===== config.mk =====
export PLATFORM = sky130hd
export DESIGN_NAME = muldiv_ctrl
export DESIGN_NICKNAME = d
export VERILOG_FILES = /design/src/rtl/muldiv_ctrl.sv
export SDC_FILE = /design/constraint.sdc
export NUM_CORES = 1
export LEC_CHECK = 0
export CAP_MARGIN = 20
export CORE_AREA = 2 2 152 154
export DETAILED_ROUTE_END_ITERATION = 8
export DIE_AREA = 0 0 154 156
export GPL_TIMING_DRIVEN = 0
export PLACE_DENSITY = 0.76
export SLEW_MARGIN = 20
export SYNTH_ARGS = -nofsm -noshare
export SYNTH_HDL_FRONTEND = slang
export SYNTH_SLANG_ARGS = --single-unit

===== constraint.sdc =====
create_clock -name clk -period 2.6 [get_ports clk]
set_clock_uncertainty 0.15 [all_clocks]
set_input_delay 0.52 -clock clk [delete_from_list [all_inputs] [get_ports clk]]
set_output_delay 0.52 -clock clk [all_outputs]
set_load 0.01 [all_outputs]

===== src/rtl/muldiv_ctrl.sv =====
// muldiv_ctrl: sequencer for the multi-cycle multiply and divide units.
// Accepts one MULT/DIV request, stalls the pipeline while the selected unit
// runs, then sign-corrects the result and writes the HI/LO pair.
// Divide-by-zero is caught before the divider is started.
// Optional feature macro: MULDIV_SIGNED_EN (two's-complement operands with
// magnitude hand-off and result sign correction). Undefined = unsigned.
module muldiv_ctrl #(
    parameter int DIV_CYCLES  = 34,
    parameter int MULT_CYCLES = 33
) (
    input  logic        clk,
    input  logic        rst,
    input  logic        op_start,
    input  logic        op_mult,
    input  logic [31:0] a,
    input  logic [31:0] b,
    input  logic        abort,
    output logic [31:0] div_n,
    output logic [31:0] div_d,
    output logic        div_init,
    output logic        div_stop,
    input  logic [31:0] div_hi,
    input  logic [31:0] div_lo,
    output logic [31:0] mult_x,
    output logic [31:0] mult_y,
    output logic        mult_init,
    output logic        mult_stop,
    input  logic [31:0] mult_hi,
    input  logic [31:0] mult_lo,
    output logic        busy,
    output logic        done,
    output logic [31:0] hi,
    output logic [31:0] lo,
    output logic        divzero
);

    typedef enum logic [1:0] {
        IDLE    = 2'd0,
        LOAD    = 2'd1,
        RUN     = 2'd2,
        CAPTURE = 2'd3
    } state_t;

    // Counter reload values: RUN lasts N cycles including the terminal zero.
    localparam logic [5:0] DIV_RELOAD  = 6'(DIV_CYCLES - 1);
    localparam logic [5:0] MULT_RELOAD = 6'(MULT_CYCLES - 1);

    // Two's-complement conditional negation helpers.
    function automatic logic [31:0] cneg32(input logic [31:0] v, input logic neg);
        logic [31:0] res;
        if (neg) res = 32'd0 - v;
        else     res = v;
        return res;
    endfunction

    function automatic logic [63:0] cneg64(input logic [63:0] v, input logic neg);
        logic [63:0] res;
        if (neg) res = 64'd0 - v;
        else     res = v;
        return res;
    endfunction

    state_t      state_r, state_s;
    logic [5:0]  cnt_r, cnt_s;
    logic        mult_r, mult_s;
    logic        sign_a_r, sign_a_s, sign_b_r, sign_b_s;
    logic [31:0] div_n_r, div_n_s, div_d_r, div_d_s;
    logic [31:0] mult_x_r, mult_x_s, mult_y_r, mult_y_s;
    logic [31:0] hi_r, hi_s, lo_r, lo_s;
    logic        div_init_r, div_init_s, div_stop_r, div_stop_s;
    logic        mult_init_r, mult_init_s, mult_stop_r, mult_stop_s;
    logic        busy_r, busy_s, done_r, done_s, divzero_r, divzero_s;
    logic [31:0] mag_a_s, mag_b_s;
    logic        neg_a_s, neg_b_s;
    logic [31:0] quo_s, rem_s;
    logic [63:0] prod_s;

    // Operand interpretation: magnitudes and sign flags handed to the units.
    always_comb begin
`ifdef MULDIV_SIGNED_EN
        neg_a_s = a[31];
        neg_b_s = b[31];
`else
        neg_a_s = 1'b0;
        neg_b_s = 1'b0;
`endif
        mag_a_s = cneg32(a, neg_a_s);
        mag_b_s = cneg32(b, neg_b_s);
    end

    // Result sign correction: quotient/product by sign xor, remainder follows the dividend.
    always_comb begin
        quo_s  = cneg32(div_lo, sign_a_r ^ sign_b_r);
        rem_s  = cneg32(div_hi, sign_a_r);
        prod_s = cneg64({mult_hi, mult_lo}, sign_a_r ^ sign_b_r);
    end

    // Next-state and next-output logic for the sequencer.
    always_comb begin
        state_s     = state_r;
        cnt_s       = cnt_r;
        mult_s      = mult_r;
        sign_a_s    = sign_a_r;
        sign_b_s    = sign_b_r;
        div_n_s     = div_n_r;
        div_d_s     = div_d_r;
        mult_x_s    = mult_x_r;
        mult_y_s    = mult_y_r;
        hi_s        = hi_r;
        lo_s        = lo_r;
        div_init_s  = 1'b0;
        div_stop_s  = 1'b0;
        mult_init_s = 1'b0;
        mult_stop_s = 1'b0;
        done_s      = 1'b0;
        divzero_s   = 1'b0;
        case (state_r)
            IDLE: begin
                if (op_start && !op_mult && (b == 32'd0)) begin
                    divzero_s = 1'b1;
                end else if (op_start) begin
                    mult_s      = op_mult;
                    sign_a_s    = neg_a_s;
                    sign_b_s    = neg_b_s;
                    div_init_s  = !op_mult;
                    mult_init_s = op_mult;
                    if (op_mult) begin
                        mult_x_s = mag_a_s;
                        mult_y_s = mag_b_s;
                    end else begin
                        div_n_s = mag_a_s;
                        div_d_s = mag_b_s;
                    end
                    state_s = LOAD;
                end else begin
                    state_s = IDLE;
                end
            end
            LOAD: begin
                if (abort) begin
                    div_stop_s  = !mult_r;
                    mult_stop_s = mult_r;
                    state_s     = IDLE;
                end else begin
                    cnt_s   = mult_r ? MULT_RELOAD : DIV_RELOAD;
                    state_s = RUN;
                end
            end
            RUN: begin
                if (abort) begin
                    div_stop_s  = !mult_r;
                    mult_stop_s = mult_r;
                    cnt_s       = 6'd0;
                    state_s     = IDLE;
                end else if (cnt_r == 6'd0) begin
                    state_s = CAPTURE;
                end else begin
                    cnt_s = cnt_r - 6'd1;
                end
            end
            CAPTURE: begin
                if (abort) begin
                    div_stop_s  = !mult_r;
                    mult_stop_s = mult_r;
                end else if (mult_r) begin
                    hi_s   = prod_s[63:32];
                    lo_s   = prod_s[31:0];
                    done_s = 1'b1;
                end else begin
                    hi_s   = rem_s;
                    lo_s   = quo_s;
                    done_s = 1'b1;
                end
                state_s = IDLE;
            end
            default: begin
                state_s = IDLE;
                cnt_s   = 6'd0;
            end
        endcase
        busy_s = (state_s != IDLE);
    end

    // State and registered-output update; reset clears everything to idle.
    always_ff @(posedge clk or negedge rst) begin
        if (!rst) begin
            state_r     <= IDLE;
            cnt_r       <= 6'd0;
            mult_r      <= 1'b0;
            sign_a_r    <= 1'b0;
            sign_b_r    <= 1'b0;
            div_n_r     <= 32'd0;
            div_d_r     <= 32'd0;
            mult_x_r    <= 32'd0;
            mult_y_r    <= 32'd0;
            hi_r        <= 32'd0;
            lo_r        <= 32'd0;
            div_init_r  <= 1'b0;
            div_stop_r  <= 1'b0;
            mult_init_r <= 1'b0;
            mult_stop_r <= 1'b0;
            busy_r      <= 1'b0;
            done_r      <= 1'b0;
            divzero_r   <= 1'b0;
        end else begin
            state_r     <= state_s;
            cnt_r       <= cnt_s;
            mult_r      <= mult_s;
            sign_a_r    <= sign_a_s;
            sign_b_r    <= sign_b_s;
            div_n_r     <= div_n_s;
            div_d_r     <= div_d_s;
            mult_x_r    <= mult_x_s;
            mult_y_r    <= mult_y_s;
            hi_r        <= hi_s;
            lo_r        <= lo_s;
            div_init_r  <= div_init_s;
            div_stop_r  <= div_stop_s;
            mult_init_r <= mult_init_s;
            mult_stop_r <= mult_stop_s;
            busy_r      <= busy_s;
            done_r      <= done_s;
            divzero_r   <= divzero_s;
        end
    end

    assign div_n     = div_n_r;
    assign div_d     = div_d_r;
    assign div_init  = div_init_r;
    assign div_stop  = div_stop_r;
    assign mult_x    = mult_x_r;
    assign mult_y    = mult_y_r;
    assign mult_init = mult_init_r;
    assign mult_stop = mult_stop_r;
    assign busy      = busy_r;
    assign done      = done_r;
    assign hi        = hi_r;
    assign lo        = lo_r;
    assign divzero   = divzero_r;

endmodule


==> results of run 1 <==
[cell families after synthesis]
group                    Yosys count
flip-flops                       208
multiplexers                     192
AND/OR/NAND/NOR                  101
AO/OA/AOI/OAI                     89
buffers and inverters             47
XOR/XNOR                           1
adder cells (fa/ha/maj)            1
[cell type report]
| cell class | instances | area (sq um) | share of cell area |
|---|---|---|---|
| buffer | 40 | 240 | 0.0173 |
| clock buffer | 25 | 603 | 0.0433 |
| clock inverter | 16 | 235 | 0.0169 |
| inverter | 7 | 26.3 | 0.00189 |
| multi-input combinational | 384 | 3230 | 0.232 |
| sequential | 208 | 5200 | 0.374 |
| tap | 285 | 357 | 0.0256 |
| timing repair buffer | 398 | 4020 | 0.289 |
[sequential cells by signal, summed over array words and instances, names as in the netlist]
name       cells
mult_r         1
mult_init      1
div_d         32
div_n         32
div_init       1
mult_x        32
hi            32
done           1
cnt_r          6
busy           1
mult_stop      1
state_r        2
divzero        1
mult_y        32
lo            32
div_stop       1
[per-stage QoR]
| step | hold WS [ns] | instances | TNS (ns) | setup WS [ns] | utilization |
|---|---|---|---|---|---|
| after floorplan | 0.0744 | 639 | 0 | 0.567 | - |
| after global placement | 0.312 | 1319 | -1691.40 | -8.02 | 0.582 |
| after detailed placement | 0.238 | 1321 | -26.07 | -0.442 | 0.584 |
| after CTS | 0.293 | 1363 | 0 | 0.0820 | 0.622 |
| after global routing | 0.318 | 1363 | 0 | 0.0840 | 0.622 |
| final | 0.313 | 1363 | 0 | 0.205 | 0.622 |
[critical path, stage by stage]
cell             delay, ns
clkdlybuf4s50_1       0.49
nor4_2                0.37
nand4_1               0.24
o21ai_1               0.25
buf_6                 0.21
buf_6                 0.21
mux2_4                0.32
[timing repair]
action                     CTS  global route
setup endpoints to repair    0            49
gates resized for setup      0             1
hold endpoints to repair    24             0
hold buffers                 1             0
[power breakdown]
group	leakage (nW)	switching, mW	total, mW	internal, mW
registers	2.52	0.844	5.64	4.80
clock network	0.414	1.31	3.58	2.27
logic	3.17	3.13	7.66	4.53
[worst max-delay path by stage]
stage	endpoint	slack [ns]	cells past startpoint
floorplan	div_d[0]	0.57	6
global placement	hi[5]	-8.02	1
detailed placement	div_n[22]	-0.44	7
CTS	div_n[22]	0.08	7
global route	div_n[22]	0.08	7
finish	div_n[22]	0.20	7
[routing by layer]
| metal | GRT usage | vias up | routed length (um) |
|---|---|---|---|
| met4 | 0.0583 | 0 | 695 |
| met5 | 0 | - | 0 |
| met3 | 0.0572 | 50 | 1890 |
| met1 | 0.265 | 3265 | 10400 |
| met2 | 0.382 | 279 | 13500 |
| li1 | - | 3112 | - |
[layout by cell type (no fill, tap or decap), types with 2 or more instances in the layout]
| master | netlist | routed |
|---|---|---|
| buf_4 | 3 | 3 |
| o211ai_1 | 2 | 2 |
| clkinvlp_4 | 0 | 2 |
| o21ai_0 | 69 | 69 |
| buf_1 | 4 | 4 |
| buf_2 | 9 | 9 |
| a21oi_1 | 6 | 6 |
| nor3b_1 | 2 | 2 |
| clkbuf_8 | 0 | 2 |
| dfrtp_1 | 208 | 208 |
| clkdlybuf4s50_1 | 0 | 394 |
| nor2_1 | 6 | 6 |
| clkinv_2 | 0 | 8 |
| clkbuf_1 | 15 | 15 |
| bufinv_16 | 0 | 6 |
| a21o_1 | 2 | 2 |
| nor4_1 | 10 | 9 |
| buf_6 | 9 | 9 |
| nor3_1 | 4 | 4 |
| or3_1 | 6 | 6 |
| nand2_1 | 66 | 66 |
| mux2_2 | 79 | 79 |
| inv_1 | 7 | 7 |
| buf_16 | 0 | 2 |
| nand4_1 | 2 | 2 |
| mux2_4 | 49 | 49 |
| a31oi_1 | 2 | 2 |
| mux2i_1 | 64 | 64 |
| clkbuf_16 | 0 | 23 |
==> results.cfg, run 1 <==
[synth]
synth_flop_cell = dfrtp_1
synth_xor_area_frac = 0.00101
synth.distinct_cells = 37
synth_top_area_share = 0.599
yosys-top-cells-count = dfrtp_1 (208), mux2_2 (79), o21ai_0 (69), nand2_1 (66), mux2i_1 (64)
synth_edf_count = 0
synth_area_leaders = dfrtp_1 (60%), mux2_2 (10%), mux2_4 (8.5%)
ys_seq_area_frac = 0.599
synth.most_common_cell = dfrtp_1
synth.largest_area_cell = dfrtp_1
synth_area_sq_mm = 0.00870
synth_fa_ha_area_frac = 0.00144
syn_nets = 837
synth.ff_latch_count = 208
syn-instance-count = 639
async_reset_ff_frac = 1.00
yosys.area_share.simple = 0.0524
yosysWarnings = 0
synth_compound_area_frac = 0.0554
syn_avg_cell_area_sq_um = 13.6
synth_top_family_by_area = multiplexers
synth.area.mux_share = 0.261

[worst_setup_path]
reg2reg_slack_ns = 0.36
worstSetupEndpointType = flip-flop
worstSetupPathType = in2reg
r2r_start = mult_r
crit_start = b[30]
required_ns = 2.82
r2r_cells = 4
cp.arrival_ns = 2.62
regToRegEndpoint = hi[12]
worst_setup_path_start_kind = input pin
crit_fanout = 10

[run]
max_cap_violations = 0

[power]
ir_drop_v = 0.000605
p_leak_nw = 6.10
powerDensity_mw_per_mm2 = 1210
total_power_mw = 16.9

[global_routing]
grt_use_total = 0.217
antenna_found_initial = 0
grt_pass1_vias = 7077
grt_max_degree = 94
grt_first_pass_wirelength_um = 40600
globalRoute.totalOverflow = 0

[layout]
fin_nets = 1260
insertedDiodeCount = 0
synthToLayoutAreaGrowth_pct = 60.1
final_layout_size_suffix_gt1_frac = 0.182
n_fill_cell = 1723
postLayoutCellArea_sq_mm = 0.0139

[sta]
finalMaxSlewViolations = 0
rsz0062_at_grt = no
max_freq_ghz = 0.417
hold_viol_final = 0
setup_viol = 0
timing.final.crit_share = 0.921
post-route-min-period_ns = 2.40
relSlewSlack = 0.266
tightest_slew_ns = 1.10

[route]
drt_iter0_markers = 391
wl_per_cell_um = 19.5
vias = 6706
drt-pass1-iter-count = 4
ant_nets = 0
finalWirelength_um = 26500
drcViolationCount = 0
vias_per_cell = 4.92

[placed_design]
port_buffers = 395
routabilityCongestion = 0.861
placed_cell_area_sq_mm = 0.0131
dpl.hpwl_um = 20000

[clock_network]
h-tree-depth = 1
clk_latency_ns = 0.50
cts_sinks = 208
cts_root_buffer = clkbuf_16
numCtsBuffers = 23
cts.clk_slew.worst_paths_ns = 0.06
tritoncts = yes
post_cts_buffers = 0
cts_max_path_buffers = 3

[die]
die_height_um = 156
dieArea_sq_mm = 0.0240
start_util = 0.389
chipWidth_um = 154
coreArea_sq_mm = 0.0224
fp-row-count = 55
ioPinCount = 396

[outcome]
outcome = finished clean

[min_path]
worstHoldPathType = in2async
Note: power is estimated with default switching activity, not from simulation.
==> run 2, diff against run 1 <==
clock period = 2.4 ns   (was 2.6 ns; I/O delays follow)
==> results.cfg, run 2 (same netlist as run 1, synthesis figures left out) <==
[power]
powerDensity_mw_per_mm2 = 1310
total_power_mw = 18.3
p_leak_nw = 6.11
ir_drop_v = 0.000655

[worst_setup_path]
crit_fanout = 10
r2r_start = state_r[1]
crit_start = b[30]
worst_setup_path_start_kind = input pin
required_ns = 2.62
cp.arrival_ns = 2.54
worstSetupPathType = in2reg
worstSetupEndpointType = flip-flop

[placed_design]
placed_cell_area_sq_mm = 0.0131
routabilityCongestion = 0.861
port_buffers = 395
dpl.hpwl_um = 20000

[die]
chipWidth_um = 154
coreArea_sq_mm = 0.0224
die_height_um = 156
fp-row-count = 55
ioPinCount = 396
dieArea_sq_mm = 0.0240
start_util = 0.389

[layout]
fin_nets = 1260
synthToLayoutAreaGrowth_pct = 60.5
insertedDiodeCount = 0
postLayoutCellArea_sq_mm = 0.0140
layout_commonest_cell = clkdlybuf4s50_1
layout_common_cells = clkdlybuf4s50_1 (394), dfrtp_1 (208), mux2_2 (79), o21ai_0 (69), nand2_1 (66)
final_layout_size_suffix_gt1_frac = 0.186

[global_routing]
grt_pass1_vias = 7077
antenna_found_initial = 0
grt_first_pass_wirelength_um = 40700
grt_max_degree = 94
globalRoute.totalOverflow = 0
grt_use_total = 0.217

[min_path]
worstHoldPathType = in2async

[clock_network]
cts.clk_slew.worst_paths_ns = 0.06
h-tree-depth = 1
cts_sinks = 208
cts_max_path_buffers = 3
numCtsBuffers = 23
tritoncts = yes
post_cts_buffers = 0
clk_latency_ns = 0.50
cts_root_buffer = clkbuf_16

[sta]
setup_viol = 0
rsz0062_at_grt = no
tightest_slew_ns = 0.891
timing.final.crit_share = 0.967
max_freq_ghz = 0.431
post-route-min-period_ns = 2.32
setup-tns-final_ns = 0
finalMaxSlewViolations = 0
hold_viol_final = 0
relSlewSlack = 0.406

[run]
max_cap_violations = 0

[outcome]
outcome = finished clean

[route]
drt_iter0_markers = 413
drcViolationCount = 0
vias = 6696
wl_per_cell_um = 19.4
vias_per_cell = 4.91
ant_nets = 0
finalWirelength_um = 26500
drt-pass1-iter-count = 4
## run 2: cell types whose count changed in the layout (fill, tap and decap cells not counted)
cell,change
nor4_1,-3
clkbuf_1,-2
nor4_2,+2
clkbuf_2,+1
clkdlybuf4s15_1,+1
nor4_4,+1
## run 2: area by class of cell
| class | instances | area [sq um] |
|---|---|---|
| buffer | 40 | 248 |
| clock buffer | 25 | 603 |
| clock inverter | 16 | 235 |
| fill | 1718 | 8410 |
| inverter | 7 | 26.3 |
| multi-input combinational | 384 | 3260 |
| sequential | 208 | 5200 |
| tap | 285 | 357 |
| timing repair buffer | 398 | 4020 |
## run 2: what timing repair did
item / CTS / global route
endpoints found under the setup margin: 50 / 53
resized for setup: 1 / 8
endpoints found under the hold margin: 24 / 0
hold buffers: 1 / 0
## run 2: where the power goes
group / switching, mW / internal, mW / total, mW
logic: 3.39 / 4.92 / 8.30
registers: 0.915 / 5.20 / 6.11
clock network: 1.42 / 2.46 / 3.88
total: 5.72 / 12.6 / 18.3
## run 2: worst paths after layout
kind / cells past startpoint / slack, ns / endpoint
worst max-delay path: 7 / 0.08 / div_n[22]
worst min-delay path: 2 / 0.27 / mult_y[23]
worst max register to register: 7 / 0.19 / mult_x[15]
worst min register to register: 2 / 0.33 / hi[31]
max in group asynchronous: 3 / 1.08 / hi[5]
min in group clk: 2 / 0.33 / hi[31]
## run 2: layer usage
| metal | track usage | up-vias | wire (um) |
|---|---|---|---|
| met1 | 0.265 | 3271 | 10400 |
| met2 | 0.382 | 263 | 13500 |
| met5 | 0 | - | 0 |
| met4 | 0.0583 | 0 | 700 |
| li1 | - | 3112 | - |
| met3 | 0.0572 | 50 | 1860 |
## run 2: through the flow
step                instances   util  hold WS (ns)  worst slack (ns)
floorplan                 639      -        0.0344             0.407
global placement         1319  0.582         0.312             -8.18
detailed placement       1321  0.584         0.198            -0.602
CTS                      1363  0.622         0.253            0.0456
global route             1363  0.624         0.278           0.00488
finish                   1363  0.624         0.273            0.0803
## run 2: worst max-delay path: stages
cell and delay (ns):
clkdlybuf4s50_1 0.51, nor4_4 0.33, nand4_1 0.22, o21ai_1 0.24
buf_6 0.21, buf_6 0.21, mux2_4 0.32
